===== src/rtl/snake_mover.sv =====
// Body register and motion engine for one snake: on each tick the head steps in the
// committed direction, the body shifts, growth is applied, and wall/self hits end the run.
module snake_mover #(
    parameter int max_len         = 16,
    parameter int num_len         = 10,
    parameter int max_len_bit_len = 4,
    parameter int width           = 32,
    parameter int height          = 24,
    parameter int init_x          = 16,
    parameter int init_y          = 12
) (
    input  logic                         clk,
    input  logic                         rst_n,
    input  logic                         start,
    input  logic                         tick,
    input  logic [1:0]                   dir_in,
    input  logic                         dir_valid,
    input  logic                         grow,
    output logic [max_len*num_len-1:0]   snake,
    output logic [num_len-1:0]           snake_head,
    output logic [max_len_bit_len-1:0]   len_m1,
    output logic                         alive,
    output logic                         dead
);

    localparam int x_bits = $clog2(width);
    localparam int y_bits = num_len - x_bits;
    localparam logic [num_len-1:0] empty_pos = '1;
    localparam logic [num_len-1:0] init_pos  = num_len'(init_y * width + init_x);
    localparam logic [max_len_bit_len-1:0] len_max_m1 = max_len_bit_len'(max_len - 1);

    localparam logic [1:0] dir_up    = 2'd0;
    localparam logic [1:0] dir_down  = 2'd1;
    localparam logic [1:0] dir_left  = 2'd2;
    localparam logic [1:0] dir_right = 2'd3;

    typedef enum logic [1:0] {
        IDLE = 2'd0,
        RUN  = 2'd1,
        DEAD = 2'd2
    } state_t;

    state_t                     state_q, state_d;
    logic [num_len-1:0]         seg_q [max_len];
    logic [num_len-1:0]         seg_d [max_len];
    logic [max_len_bit_len-1:0] len_m1_q, len_m1_d;
    logic [1:0]                 dir_q, dir_d;
    logic [1:0]                 pend_dir_q, pend_dir_d;
    logic                       grow_pend_q, grow_pend_d;

    logic                       dir_ok;
    logic [1:0]                 step_dir;
    logic                       growing;
    logic [x_bits-1:0]          cur_x;
    logic [y_bits-1:0]          cur_y;
    logic [num_len-1:0]         head_nx;
    logic                       wall_hit;
    logic                       self_hit;

    always_comb begin
        // A request in the same cycle as a tick still counts as "before the tick".
        dir_ok   = dir_valid && (dir_in != (dir_q ^ 2'b01));
        step_dir = dir_ok ? dir_in : pend_dir_q;
        growing  = (grow_pend_q || grow) && (len_m1_q != len_max_m1);
        cur_x    = seg_q[0][x_bits-1:0];
        cur_y    = seg_q[0][num_len-1:x_bits];

        wall_hit = 1'b0;
        head_nx  = seg_q[0];
        case (step_dir)
            dir_up: begin
                wall_hit = (cur_y == '0);
                head_nx  = seg_q[0] - num_len'(width);
            end
            dir_down: begin
                wall_hit = (cur_y == y_bits'(height - 1));
                head_nx  = seg_q[0] + num_len'(width);
            end
            dir_left: begin
                wall_hit = (cur_x == '0);
                head_nx  = seg_q[0] - num_len'(1);
            end
            default: begin
                wall_hit = (cur_x == x_bits'(width - 1));
                head_nx  = seg_q[0] + num_len'(1);
            end
        endcase

        // The tail vacates its cell this tick unless the snake is growing.
        self_hit = 1'b0;
        for (int i = 0; i < max_len; i++) begin
            if ((i < int'(len_m1_q) || (growing && i == int'(len_m1_q))) &&
                seg_q[i] == head_nx) begin
                self_hit = 1'b1;
            end
        end
    end

    always_comb begin
        state_d     = state_q;
        seg_d       = seg_q;
        len_m1_d    = len_m1_q;
        dir_d       = dir_q;
        pend_dir_d  = pend_dir_q;
        grow_pend_d = grow_pend_q;

        if (start) begin
            state_d     = RUN;
            len_m1_d    = max_len_bit_len'(2);
            dir_d       = dir_right;
            pend_dir_d  = dir_right;
            grow_pend_d = 1'b0;
            for (int i = 0; i < max_len; i++) begin
                seg_d[i] = empty_pos;
            end
            seg_d[0] = init_pos;
            seg_d[1] = init_pos - num_len'(1);
            seg_d[2] = init_pos - num_len'(2);
        end else if (state_q == RUN) begin
            if (dir_ok) begin
                pend_dir_d = dir_in;
            end
            if (grow) begin
                grow_pend_d = 1'b1;
            end
            if (tick) begin
                dir_d       = step_dir;
                pend_dir_d  = step_dir;
                grow_pend_d = 1'b0;
                if (wall_hit || self_hit) begin
                    state_d = DEAD;
                end else begin
                    seg_d[0] = head_nx;
                    for (int i = 1; i < max_len; i++) begin
                        seg_d[i] = seg_q[i-1];
                        if (!growing && i == int'(len_m1_q) + 1) begin
                            seg_d[i] = empty_pos;
                        end
                    end
                    if (growing) begin
                        len_m1_d = len_m1_q + max_len_bit_len'(1);
                    end
                end
            end
        end
    end

    always_ff @(posedge clk or negedge rst_n) begin
        if (!rst_n) begin
            state_q     <= IDLE;
            len_m1_q    <= '0;
            dir_q       <= dir_right;
            pend_dir_q  <= dir_right;
            grow_pend_q <= 1'b0;
            for (int i = 0; i < max_len; i++) begin
                seg_q[i] <= empty_pos;
            end
        end else begin
            state_q     <= state_d;
            len_m1_q    <= len_m1_d;
            dir_q       <= dir_d;
            pend_dir_q  <= pend_dir_d;
            grow_pend_q <= grow_pend_d;
            for (int i = 0; i < max_len; i++) begin
                seg_q[i] <= seg_d[i];
            end
        end
    end

    always_comb begin
        for (int i = 0; i < max_len; i++) begin
            snake[i*num_len +: num_len] = seg_q[i];
        end
    end

    assign snake_head = seg_q[0];
    assign len_m1     = len_m1_q;
    assign alive      = (state_q == RUN);
    assign dead       = (state_q == DEAD);

endmodule


===== config.mk =====
export PLATFORM = sky130hd
export DESIGN_NAME = snake_mover
export DESIGN_NICKNAME = d
export VERILOG_FILES = /design/src/rtl/snake_mover.sv
export SDC_FILE = /design/constraint.sdc
export NUM_CORES = 1
export LEC_CHECK = 0
export ABC_AREA = 1
export CAP_MARGIN = 20
export CORE_MARGIN = 5
export CORE_UTILIZATION = 56
export DETAILED_ROUTE_END_ITERATION = 8
export GPL_TIMING_DRIVEN = 0
export PLACE_DENSITY = 0.81
export SLEW_MARGIN = 20
export SYNTH_ARGS = -nofsm -noshare
export SYNTH_HDL_FRONTEND = slang
export SYNTH_SLANG_ARGS = --single-unit

===== constraint.sdc =====
create_clock -name clk -period 5.29 [get_ports clk]
set_input_delay 1.058 -clock clk [delete_from_list [all_inputs] [get_ports clk]]
set_output_delay 1.058 -clock clk [all_outputs]
set_load 0.01 [all_outputs]

==> qor.txt <==
status: finished clean
H-tree depth: 4
hold_ws: 0.464 ns
worst r2r dst: snake[122]
combinational power share: 56.0%
Ports: 184
crit-path most repeated cell: nand2_1
Worst VDD drop: 0.270 mV
Hold Path Class: reg2reg
LEAKAGE: 0.00782 uW
top cell type's share of synthesized area: 35.3%
Min-Delay Path Depth: 2
Unique masters post-synth: 44
Rows: 54
CP bufs+invs: 6
slowest stage delay, CP: 0.50 ns
clk sinks: 171
drt drc: 0
syn_nets: 1,827
Fin. Hold Viols: 0
drt first pass iters: 6
DRT antenna net count: 0
Synth Register Bits: 171
TritonCTS buffer count: 17
Crit. End Element: flip-flop
Mapped Cells: 1,808
headroom to the max-slew limit: 24.1%
CP delay by family, top: simple AND/OR/NAND/NOR gates
Inst Count DP: 2,272
All-Layer GR Usage: 41.4%
final worst slack: 0.183 ns
Detailed Route Iter0 Violations: 1,965
final setup vio count: 0
Switching Fraction: 47.6%
Post-CTS Hold Buffers: 0
Worst EP arrival: 5.47 ns
Cell Int Power: 4330 uW
Max Slew Vio Count: 0
worst-margin pin slew: 1.14 ns
CP Max Fanout: 10
Synth Warn #: 0
first-pass GRT wire length: 76.9 mm
largest net degree at the start of global routing: 88
Clock power frac: 17.0%
Post-Syn Area per Cell: 6.74 um^2
wire per inst: 22.3 um
hpwl dp: 37.3 mm
Worst Hold Path EP: snake[153]
Net Switching: 3940 uW
initial antenna violation count: 1
Cell Area, Synth: 12,200 um^2
die area: 24,800 um^2
TritonCTS clock tree: yes
Post-synth top flop: dfstp_2
initial core utilization: 56.4%
R2R Path Start: dir_q[0]
Nets: 2,042
Worst-Skew Late Latency: 0.44 ns
PwrDens: 541 nW/um^2
Bufs on Longest Clock Path: 2
Core Region: 21,600 um^2
CP max-delay cell: clkdlybuf4s50_1
CP Launch Type: input port
vias in the first global route: 12,800
register-to-register setup slack: 0.78 ns
Layout Cells excl Fill: 2,315
CTS Root Cell: clkbuf_16
fraction of registers with async set or reset after synthesis: 100%
area leader, netlist: dfstp_2
Clock Skews: 0.0116 ns
Antenna diodes: 0
Tmin final: 5.11 ns
max cap viols: 0
hold path start: snake[153]
share of cells above drive strength 1: 17.1%
pre-CTS setup slack: -0.917 ns
Final Core Density: 70.8%
Worst R2R Path Depth: 29
post-route setup TNS: 0 ns
Placer Congestion: 1.02
Sequential Power Share: 27.0%
Reg clk slew, reported paths: 0.07 ns
CP Class: in2reg
Fmax: 0.196 GHz
Overflow after GRT: 0
via/cell ratio: 5.96
required time of the critical path: 5.65 ns
DIE HEIGHT: 158 um
port bufs: 182
ranking of synthesized cells by area: dfstp_2, nand2_1, nand3_1, inv_1, nor2_1
EDFF count, synth: 0
Via Count: 13,800
Chip Width: 158 um
sequential element share of the synthesized area: 36.8%
WL final: 51.6 mm
period utilisation layout: 96.5%
synthesis-to-finish area growth: 25.5%
[layout make-up]
cell class | instances | area, um^2
repair buffers | 196 | 1960
inverters | 264 | 1000
clock inverters | 13 | 204
clock buffers | 18 | 429
plain buffers | 93 | 732
multi-input cells | 1280 | 6130
flip-flops and latches | 171 | 4480
fillers | 1810 | 6320
well taps | 280 | 350
[worst reg2reg max path: cells and delay by family (launching register included)]
family / cells / cell delay, ns
AOI/OAI and AO/OA: 1 / 0.10
buffers and inverters: 5 / 0.99
and+or+nand+nor: 23 / 2.82
DFF: 1 / 0.53
[power groups by stage]
| stage | clock network (uW) | logic (uW) | registers (uW) |
|---|---|---|---|
| floorplan | 0 | 2270 | 2280 |
| global placement | 0 | 4140 | 2220 |
| detailed placement | 0 | 4230 | 2230 |
| CTS | 1400 | 4350 | 2210 |
| global route | 1460 | 4880 | 2270 |
| finish | 1410 | 4630 | 2230 |
[registers in the layout, indices dropped and copies added (netlist names)]
signal	flops
state_q	2
snake	150
grow_pend_q	1
snake_head	10
pend_dir_q	2
dir_q	2
len_m1	4
[synthesized netlist by cell type (4+ instances only)]
master,instances
buf_4,21
o21ai_2,10
inv_2,5
dfrtp_1,7
inv_1,258
nor2_1,160
nand2_2,18
clkbuf_1,25
buf_6,31
o21ai_0,25
nor3_1,17
nand4_1,34
dfstp_2,164
nand2_4,5
nor4_1,4
nand3_1,270
o21ai_1,105
nand3_2,4
a21oi_1,22
buf_2,12
xor2_1,24
nand2_1,544
ha_1,10
[layout by cell type (no fill, tap or decap), drive strengths merged]
cell type and n:
o21a 1, o221ai 1, o211ai 2, a21boi 1
o21ai 141, nor4 4, clkinv 1, a32oi 1
clkbuf 42, buf 84, clkinvlp 4, nor2 164
nand4 34, clkdlybuf4s50 181, a221oi 1, dfstp 164
o31ai 1, a31oi 1, inv 268, o41ai 3
nor3 17, bufinv 4, fa 1, or2 2
dfrtp 7, nand3b 2, nand2 567, nand3 276
ha 10, a21oi 22, xor2 28
[repair_timing]
| action | 4_1_cts | 5_1_grt |
|---|---|---|
| setup endpoints to repair | 161 | 161 |
| buffers inserted | 4 | 8 |
| resized for setup | 11 | 35 |
| pin swaps | 1 | 6 |
[layer usage]
layer | up-vias | routed length (um) | GRT usage, %
met4 | 0 | 3450 | 24.7
met1 | 6349 | 19400 | 55.7
met3 | 205 | 7250 | 12.2
met5 | - | 0 | 0
li1 | 6156 | - | -
met2 | 1079 | 21600 | 59.2
[worst max path at each step]
| stage | start | endpoint | slack [ns] | cells past startpoint |
|---|---|---|---|---|
| 2_1_floorplan | dir_in[1] | snake[139] | 1.07 | 31 |
| 3_3_place_gp | rst_n | grow_pend_q | -3.68 | 1 |
| 3_5_place_dp | dir_in[1] | snake[93] | -0.92 | 31 |
| 4_1_cts | dir_in[1] | snake[93] | 0.02 | 32 |
| 5_1_grt | dir_in[1] | snake[99] | -0.02 | 35 |
| 6_report | dir_in[1] | snake[122] | 0.18 | 30 |
[stage by stage]
stage          total power, uW  area [um^2]
2_1_floorplan             4550        12200
3_3_place_gp              6360        14400
3_5_place_dp              6460        14400
4_1_cts                   7970        15100
5_1_grt                   8600        15300
6_report                  8270        15300
[kinds of logic after synthesis]
family                     share of synthesized area (%)
and+or+nand+nor                                     38.0
buffers and inverters                               13.8
AOI/OAI and AO/OA                                   7.91
DFF                                                 36.8
xor gates and xnor gates                            2.35
adders and majority gates                           1.19
(Power assumes the default switching activity.)
